### config.mk
export PLATFORM = sky130hd
export DESIGN_NAME = exc_redirect
export DESIGN_NICKNAME = d
export VERILOG_FILES = /design/src/rtl/exc_redirect.sv
export SDC_FILE = /design/constraint.sdc
export NUM_CORES = 1
export LEC_CHECK = 0
export BUFFER_PORTS_ARGS = -buffer_cell sky130_fd_sc_hd__clkbuf_2
export CORE_MARGIN = 1
export CORE_UTILIZATION = 42
export DETAILED_ROUTE_END_ITERATION = 6
export HOLD_SLACK_MARGIN = 0.12
export PLACE_DENSITY = 0.78
export SYNTH_ARGS = -nofsm -noshare
export SYNTH_HDL_FRONTEND = slang
export SYNTH_SLANG_ARGS = --single-unit
### constraint.sdc
create_clock -name clk -period 1.4 [get_ports clk]
set_input_delay 0.14 -clock clk [delete_from_list [all_inputs] [get_ports clk]]
set_output_delay 0.14 -clock clk [all_outputs]
set_load 0.05 [all_outputs]
### src/rtl/exc_redirect.sv
// Exception/ERET redirect controller.
// Holds the CP0 redirect target until the PC register takes it, pulses a
// one-cycle pipeline flush, and tracks in-flight instruction requests so that
// responses to wrong-path requests issued before a flush are marked for discard.
module exc_redirect #(
  parameter int unsigned MAX_OUTSTANDING = 3,
  parameter int unsigned CNT_W           = 3
) (
  input  logic        clk,
  input  logic        rst,
  input  logic        flush_req,
  input  logic [31:0] flush_pc,
  input  logic        pc_ready,
  input  logic        ireq_fire,
  input  logic        iresp_fire,
  output logic        redirect_valid,
  output logic [31:0] redirect_pc,
  output logic        pipe_flush,
  output logic        resp_discard,
  output logic        req_allow,
  output logic        busy
);

  localparam logic [CNT_W-1:0] MaxOut = CNT_W'(MAX_OUTSTANDING);
  localparam logic [CNT_W-1:0] One    = CNT_W'(1);

  typedef enum logic {StIdle, StHold} state_e;

  state_e             state_q, state_d;
  logic [31:0]        pc_q, pc_d;
  logic               pipe_flush_q;
  logic [CNT_W-1:0]   out_q, out_d;
  logic [CNT_W-1:0]   disc_q, disc_d;

  // Redirect FSM: a new flush always overrides a pending target.
  always_comb begin
    state_d = state_q;
    pc_d    = pc_q;
    unique case (state_q)
      StIdle: begin
        if (flush_req) begin
          state_d = StHold;
          pc_d    = flush_pc;
        end
      end
      StHold: begin
        if (flush_req) begin
          pc_d = flush_pc;
        end else if (pc_ready) begin
          state_d = StIdle;
        end
      end
      default: state_d = StIdle;
    endcase
  end

  // Outstanding/discard counters; protocol errors saturate instead of wrapping.
  always_comb begin
    out_d = out_q;
    if (ireq_fire && !iresp_fire) begin
      if (out_q != MaxOut) out_d = out_q + One;
    end else if (iresp_fire && !ireq_fire) begin
      if (out_q != '0) out_d = out_q - One;
    end

    disc_d = disc_q;
    if (flush_req) begin
      // Everything still in flight after this cycle is wrong-path; a response
      // in the flush cycle is already discarded via resp_discard.
      disc_d = out_d;
    end else if (iresp_fire && disc_q != '0) begin
      disc_d = disc_q - One;
    end
  end

  // State registers.
  always_ff @(posedge clk or negedge rst) begin
    if (!rst) begin
      state_q      <= StIdle;
      pc_q         <= 32'h0;
      pipe_flush_q <= 1'b0;
      out_q        <= '0;
      disc_q       <= '0;
    end else begin
      state_q      <= state_d;
      pc_q         <= pc_d;
      pipe_flush_q <= flush_req;
      out_q        <= out_d;
      disc_q       <= disc_d;
    end
  end

  assign redirect_valid = (state_q == StHold);
  assign redirect_pc    = pc_q;
  assign pipe_flush     = pipe_flush_q;
  assign resp_discard   = iresp_fire & (flush_req | (disc_q != '0));
  assign req_allow      = (state_q == StIdle) & (out_q < MaxOut);
  assign busy           = (state_q == StHold) | (disc_q != '0);

endmodule

==> impl_metrics.csv, run 1 <==
group,metric,value,unit
pwr,power.switching,0.00162,W
clock_tree,cts_sinks,40,
logic_synthesis,ys.warnings.count,0,
clock_tree,root_buffer,"clkbuf_8",
global_route,grt_first_pass_wirelength,7790,µm
min_path,min_from,"ireq_fire",
die,ioPinCount,75,
critical_path,reg2reg_from,"disc_q[1]$_DFFE_PN0P_",
detailed_routing,wl_per_cell,16.0,µm
sta,min_period_over_period,110,%
critical_path,cp_max_fo,2,
finish,multi_input_area,795,µm²
pwr,p_sw_share,37.2,%
critical_path,end_kind,"primary output",
clock_tree,cts_tree,"done",
global_route,grt_overflow,0,
die,die-area,4390,µm²
sta,fin_hold_ws,0.296,ns
clock_tree,clk_pin_slew,0.08,ns
logic_synthesis,synth_nets,168,
sta,slew_viol_final,0,
clock_tree,cts-htree-levels,2,
pwr,p_leak,1.39,nW
finish,fillers,233,
finish,n_antenna_cell,0,
pwr,pwr-share-seq,33.8,%
logic_synthesis,synthCells,125,
min_path,holdPathStages,2,
pwr,power_frac_comb,47.8,%
pwr,intPower,0.00273,W
pwr,power_density,1500,nW/µm²
die,num_rows,22,
global_route,grt_max_degree,24,
pwr,p_total,0.00435,W
logic_synthesis,syn_area_per_cell,13.9,µm²
pwr,vdd_drop_max,1.05,mV
detailed_routing,drc,0,
pwr,clkPwrFrac,18.4,%
global_route,grt_use_total,24.4,%
die,fp.coreArea,3800,µm²
clock_tree,clockBufferDepth,2,
die,die_x,66.3,µm
logic_synthesis,synth_seq_cells,40,
sta,finalSetupViolations,6,
sta,setup_ws,-0.145,ns
detailed_routing,drt_wl_total,4880,µm
critical_path,startpoint_type,"flip-flop",
sta,fmax,647,MHz
sta,slew-limit-headroom,68.3,%
sta,hold_viol,0,
critical_path,cp_data_arrival_time,1.41,ns
logic_synthesis,synth_area,1730,µm²
finish,final_nets,298,
status,violations,"setup timing",
logic_synthesis,synthDistinctLibCells,27,
finish,seqCellArea,1000,µm²
status,outcome,"finished, violations left",
logic_synthesis,ys_seq_area_share,57.7,%
detailed_routing,drtIter0Drc,58,
finish,drive_above_1_share,61.3,%
placed_design,portBuffers,74,
run,drv.max_cap_violation_count,0,
die,start_util,45.7,%
detailed_routing,routed_via_density,4.98,
min_path,min_to,"out_q[2]$_DFF_PN0_",
clock_tree,clk_latency,0.28,ns
critical_path,reg2reg_depth,7,
placed_design,hpwlAfterDp,2800,µm
die,chipHeight,66.3,µm
sta,fin_skew,0.000865,ns
min_path,hp-class,"input pin to flip-flop",
critical_path,crit_type,"flip-flop to primary output",
placed_design,globalplace.congestion,0.843,
sta,period_needed,1.55,ns
finish,area_delta_synth_final,67.0,%
detailed_routing,vias,1513,
critical_path,r2r-end,"disc_q[0]$_DFFE_PN0P_",
detailed_routing,drtAntennaViolNets,0,
sta,worstMarginPinSlew,0.475,ns
critical_path,crit_required,1.26,ns
global_route,grt_pass1_vias,1690,
critical_path,rrSetupSlack,-0.07,ns
detailed_routing,drtPass1Iterations,4,
global_route,antenna_found_initial,0,
sta,rsz0062_at_grt,"true",
clock_tree,cts_buffers,5,
## registers in the layout, summed over array words and instances (netlist names)
name            count
disc_q              3
out_q               3
pipe_flush          1
redirect_pc        32
redirect_valid      1
## kinds of logic after synthesis
logic type | Yosys count | share of synthesized area, %
compound gates | 16 | 7.72
simple gates | 19 | 6.71
flops | 40 | 57.7
mux | 32 | 20.8
fa+ha+maj | 5 | 3.61
xor+xnor | 1 | 0.505
buf+inv | 12 | 2.96
## synthesized netlist by cell type (all sizes together)
cell     n  area, µm²
nor2     2       7.51
nand2    5       18.8
ha       5       62.6
a311oi   1       8.76
or3b     1       8.76
a21oi    2       10.0
o21a     2       15.0
and3     1       6.26
nand3    1       5.00
o221ai   2       17.5
a211o    2       17.5
xnor2    1       8.76
o22a     1       8.76
inv      7       26.3
a22oi    1       7.51
a211oi   1       7.51
nor3     1       5.00
o211a    1       10.0
buf      5       25.0
nor2b    3       18.8
nand2b   5       46.3
mux2    32        360
o41ai    1       16.3
a41o     1       10.0
dfrtp   40       1000
o21ai    1       5.00
## final cells by class
| cell class | count | area share (%) |
|---|---|---|
| clock buffer | 7 | 2.98 |
| clock inverter | 1 | 0.259 |
| tap | 48 | 2.07 |
| sequential | 40 | 34.6 |
| inverter | 7 | 0.907 |
| timing repair buffer | 128 | 31.8 |
| multi-input combinational | 73 | 27.4 |
## timing repair
action	CTS	global route
pin swaps	4	7
gates resized for setup	18	16
endpoints found under the hold margin	50	0
setup endpoints to repair	7	7
hold buffers	34	0
buffers inserted	4	1
## critical path, stage by stage (launching register included)
cell and delay [ns]:
dfrtp_1 0.39, inv_2 0.08, ha_4 0.15, nand2b_4 0.06, buf_6 0.11, o21a_1 0.18, buf_8 0.15
## stage by stage
stage / TNS (ns) / area [µm²] / setup slack (ns) / std cells / utilization, %
2_1_floorplan: -0.139 / 1750 / -0.0921 / 125 / -
4_1_cts: -0.516 / 2820 / -0.153 / 303 / 74.2
3_3_place_gp: -0.0123 / 2280 / -0.0103 / 257 / 60.1
3_5_place_dp: -0.119 / 2280 / -0.0562 / 257 / 60.1
6_report: -0.455 / 2900 / -0.145 / 304 / 76.3
5_1_grt: -0.873 / 2900 / -0.207 / 304 / 76.3
## how the worst max path moves through the flow
| stage | from | endpoint | slack (ns) | depth (start not counted) |
|---|---|---|---|---|
| finish | disc_q[1]$_DFFE_PN0P_ | resp_discard | -0.15 | 6 |
| global route | disc_q[1]$_DFFE_PN0P_ | resp_discard | -0.21 | 6 |
| CTS | disc_q[0]$_DFFE_PN0P_ | resp_discard | -0.15 | 6 |
| detailed placement | disc_q[1]$_DFFE_PN0P_ | disc_q[0]$_DFFE_PN0P_ | -0.06 | 6 |
| global placement | disc_q[1]$_DFFE_PN0P_ | disc_q[0]$_DFFE_PN0P_ | -0.01 | 6 |
| floorplan | redirect_valid$_DFF_PN0_ | req_allow | -0.09 | 1 |
## per-layer routing
| metal | wire [µm] | track usage (%) | share of wire, % |
|---|---|---|---|
| met1 | 1860 | 26.9 | 38 |
| met3 | 234 | 7.07 | 4.8 |
| met2 | 2680 | 44.4 | 55 |
| met4 | 95 | 8.51 | 1.9 |
| met5 | 0 | 0 | 0 |
## cells in the final DEF (no fill, tap or decap), types with 2 or more instances in the layout
cell / n
o21a_1: 2
nor2b_4: 2
dfrtp_1: 40
nand2_2: 2
inv_1: 3
nand2_1: 3
nand2b_1: 2
inv_2: 4
buf_6: 5
a211o_1: 2
mux2_2: 32
nand2b_4: 3
clkbuf_2: 71
buf_4: 14
clkbuf_8: 7
nor2_1: 2
buf_8: 2
ha_4: 4
dlygate4sd3_1: 34
## power by group through the flow
stage / logic (W) / registers [W] / clock network (W)
after floorplan: 0.000655 / 0.00182 / 0
after global placement: 0.00152 / 0.00145 / 0
after detailed placement: 0.00156 / 0.00146 / 0
after CTS: 0.00185 / 0.00146 / 0.000814
after global routing: 0.00221 / 0.00149 / 0.000879
final: 0.00208 / 0.00147 / 0.000800
(Power assumes the default switching activity.)
==> inputs of run 2 (changes only) <==
- ABC_AREA: not set -> 1
- CORE_UTILIZATION: 42 -> 43
- PLACE_DENSITY: 0.78 -> 0.79
==> impl_metrics.csv, run 2 <==
group,metric,value,unit
min_path,min_from,"flush_req",
die,num_rows,23,
sta,fmax,724,MHz
detailed_routing,drt_wl_total,4290,µm
critical_path,cp_data_arrival_time,1.24,ns
global_route,grt_max_degree,27,
logic_synthesis,synthArstFlopShare,100,%
min_path,holdPathStages,2,
clock_tree,root_buffer,"clkbuf_8",
finish,area_delta_synth_final,53.2,%
pwr,p_leak,1.55,nW
pwr,p_total,0.00386,W
sta,fin_hold_ws,0.184,ns
global_route,grt_overflow,0,
pwr,vdd_drop_max,0.969,mV
clock_tree,clk_latency,0.29,ns
logic_synthesis,synth_nets,255,
clock_tree,clockBufferDepth,2,
placed_design,portBuffers,74,
pwr,p_sw_share,36.8,%
detailed_routing,drtAntennaViolNets,0,
status,outcome,"finished, final reports clean",
die,die_x,66.6,µm
critical_path,crit_required,1.26,ns
finish,final_cell_mix,"nand2_1 (107), clkbuf_2 (71), dfrtp_1 (40)",
pwr,intPower,0.00244,W
finish,seqCellArea,1000,µm²
critical_path,end_kind,"primary output",
clock_tree,cts_buffers,5,
sta,slew-limit-headroom,75.6,%
logic_synthesis,synth_area_leaders,"dfrtp_1 (56%), nand2_1 (23%), ha_1 (3.5%)",
finish,stdcell_area,2750,µm²
critical_path,cp-startpoint,"disc_q[0]$_DFFE_PN0P_",
critical_path,cp_max_fo,2,
logic_synthesis,synth_seq_cells,40,
global_route,grt_pass1_vias,1668,
pwr,power_frac_comb,37.5,%
logic_synthesis,synthDistinctLibCells,22,
critical_path,startpoint_type,"flip-flop",
sta,worstMarginPinSlew,0.365,ns
global_route,grt_first_pass_wirelength,6930,µm
logic_synthesis,synth_area,1790,µm²
placed_design,hpwlAfterDp,2660,µm
sta,period_needed,1.38,ns
logic_synthesis,synth_top_area_share,55.9,%
pwr,power.switching,0.00142,W
critical_path,crit_type,"flip-flop to primary output",
detailed_routing,wl_per_cell,11.3,µm
placed_design,dpl-instance-area,2220,µm²
die,ioPinCount,75,
finish,final_nets,372,
logic_synthesis,synth_most_common_cell,"nand2_1",
logic_synthesis,synthCells,212,
logic_synthesis,ys.warnings.count,0,
sta,slew_viol_final,0,
logic_synthesis,ys.flop_type,"dfrtp_1",
clock_tree,cts_tree,"done",
logic_synthesis,synth_edf_count,0,
die,die-area,4430,µm²
sta,rsz0062_at_grt,"true",
finish,largest_reg_flops,32,
logic_synthesis,synth_top_area_cell,"dfrtp_1",
sta,min_period_over_period,98.7,%
critical_path,reg2reg_depth,9,
die,fp.coreArea,4000,µm²
global_route,grt_use_total,21.5,%
placed_design,globalplace.congestion,0.783,
clock_tree,cts_sinks,40,
clock_tree,cts-htree-levels,2,
critical_path,reg2reg_from,"disc_q[0]$_DFFE_PN0P_",
detailed_routing,drtPass1Iterations,4,
global_route,antenna_found_initial,0,
detailed_routing,drc,0,
sta,finalSetupViolations,0,
pwr,power_density,1410,nW/µm²
finish,n_antenna_cell,0,
run,drv.max_cap_violation_count,0,
finish,drive_above_1_share,33.3,%
clock_tree,clk_pin_slew,0.07,ns
detailed_routing,drtIter0Drc,59,
sta,hold_viol,0,
finish,multi_input_area,679,µm²
finish,final_common_cell,"nand2_1",
die,chipHeight,66.6,µm
finish,fillers,304,
detailed_routing,vias,1701,
die,start_util,44.8,%
min_path,hp-class,"input pin to flip-flop",
logic_synthesis,syn_area_per_cell,8.45,µm²
detailed_routing,routed_via_density,4.48,
logic_synthesis,ys_seq_area_share,55.9,%
sta,fin_skew,0.00177,ns
logic_synthesis,ys_top_cells_by_count,"nand2_1 (109), dfrtp_1 (40), inv_1 (15), nand3_1 (10)",
pwr,clkPwrFrac,25.1,%
pwr,pwr-share-seq,37.4,%
-- run 2: power by group through the flow --
stage / registers [W] / logic [W] / clock network [W]
5_1_grt: 0.00146 / 0.00159 / 0.00106
2_1_floorplan: 0.00174 / 0.000614 / 0
4_1_cts: 0.00144 / 0.00137 / 0.00101
6_report: 0.00144 / 0.00145 / 0.000969
3_3_place_gp: 0.00144 / 0.00118 / 0
3_5_place_dp: 0.00145 / 0.00121 / 0
-- run 2: path summary, 6_finish.rpt --
| kind | endpoint | slack [ns] |
|---|---|---|
| min in group asynchronous | disc_q[2]$_DFFE_PN0P_ | 0.30 |
| worst min-delay path | pipe_flush$_DFF_PN0_ | 0.18 |
| worst max register to register | disc_q[1]$_DFFE_PN0P_ | 0.10 |
| worst min register to register | redirect_pc[30]$_DFFE_PN0P_ | 0.47 |
| max in group asynchronous | redirect_pc[12]$_DFFE_PN0P_ | 0.66 |
| worst max-delay path | resp_discard | 0.02 |
-- run 2: cells by family after synthesis --
| group | count (synthesis) | synth area share [%] |
|---|---|---|
| DFF | 40 | 55.9 |
| AOI/OAI and AO/OA | 8 | 2.58 |
| and+or+nand+nor | 132 | 30.2 |
| adders and majority gates | 5 | 3.49 |
| xor gates and xnor gates | 1 | 0.489 |
| buffers and inverters | 26 | 7.40 |
-- run 2: worst max-delay path: stages (launching register included) --
cell     delay (ns)
dfrtp_1        0.39
inv_2          0.09
ha_4           0.14
nand2_2        0.05
nand2_2        0.07
o21ai_2        0.07
buf_8          0.15
-- run 2: through the flow --
stage	utilization, %	setup WS, ns	TNS (ns)	cells
floorplan	-	0.0441	0	212
global placement	55.4	0.159	0	334
detailed placement	55.4	0.111	0	334
CTS	68.1	0.0107	0	378
global route	68.6	-0.0453	-0.0453	380
finish	68.6	0.0185	0	380
-- run 2: final cells by class --
cell class | instances | share of cell area, %
sequential | 40 | 36.5
timing repair buffer | 118 | 29.6
multi-input combinational | 146 | 24.7
clock buffer | 6 | 3.01
inverter | 18 | 2.46
tap | 50 | 2.28
clock inverter | 2 | 1.41
-- run 2: what timing repair did --
item,4_1_cts,5_1_grt
hold endpoints to repair,73,0
setup endpoints to repair,3,3
pin swaps,1,1
hold buffers,34,0
gates resized for setup,9,7
buffers inserted,2,2
-- run 2: routing by layer --
layer,wire length [µm],global-route usage (%)
met1,1880,23.9
met2,2150,38.0
met3,219,6.85
met4,48,7.98
met5,0,0
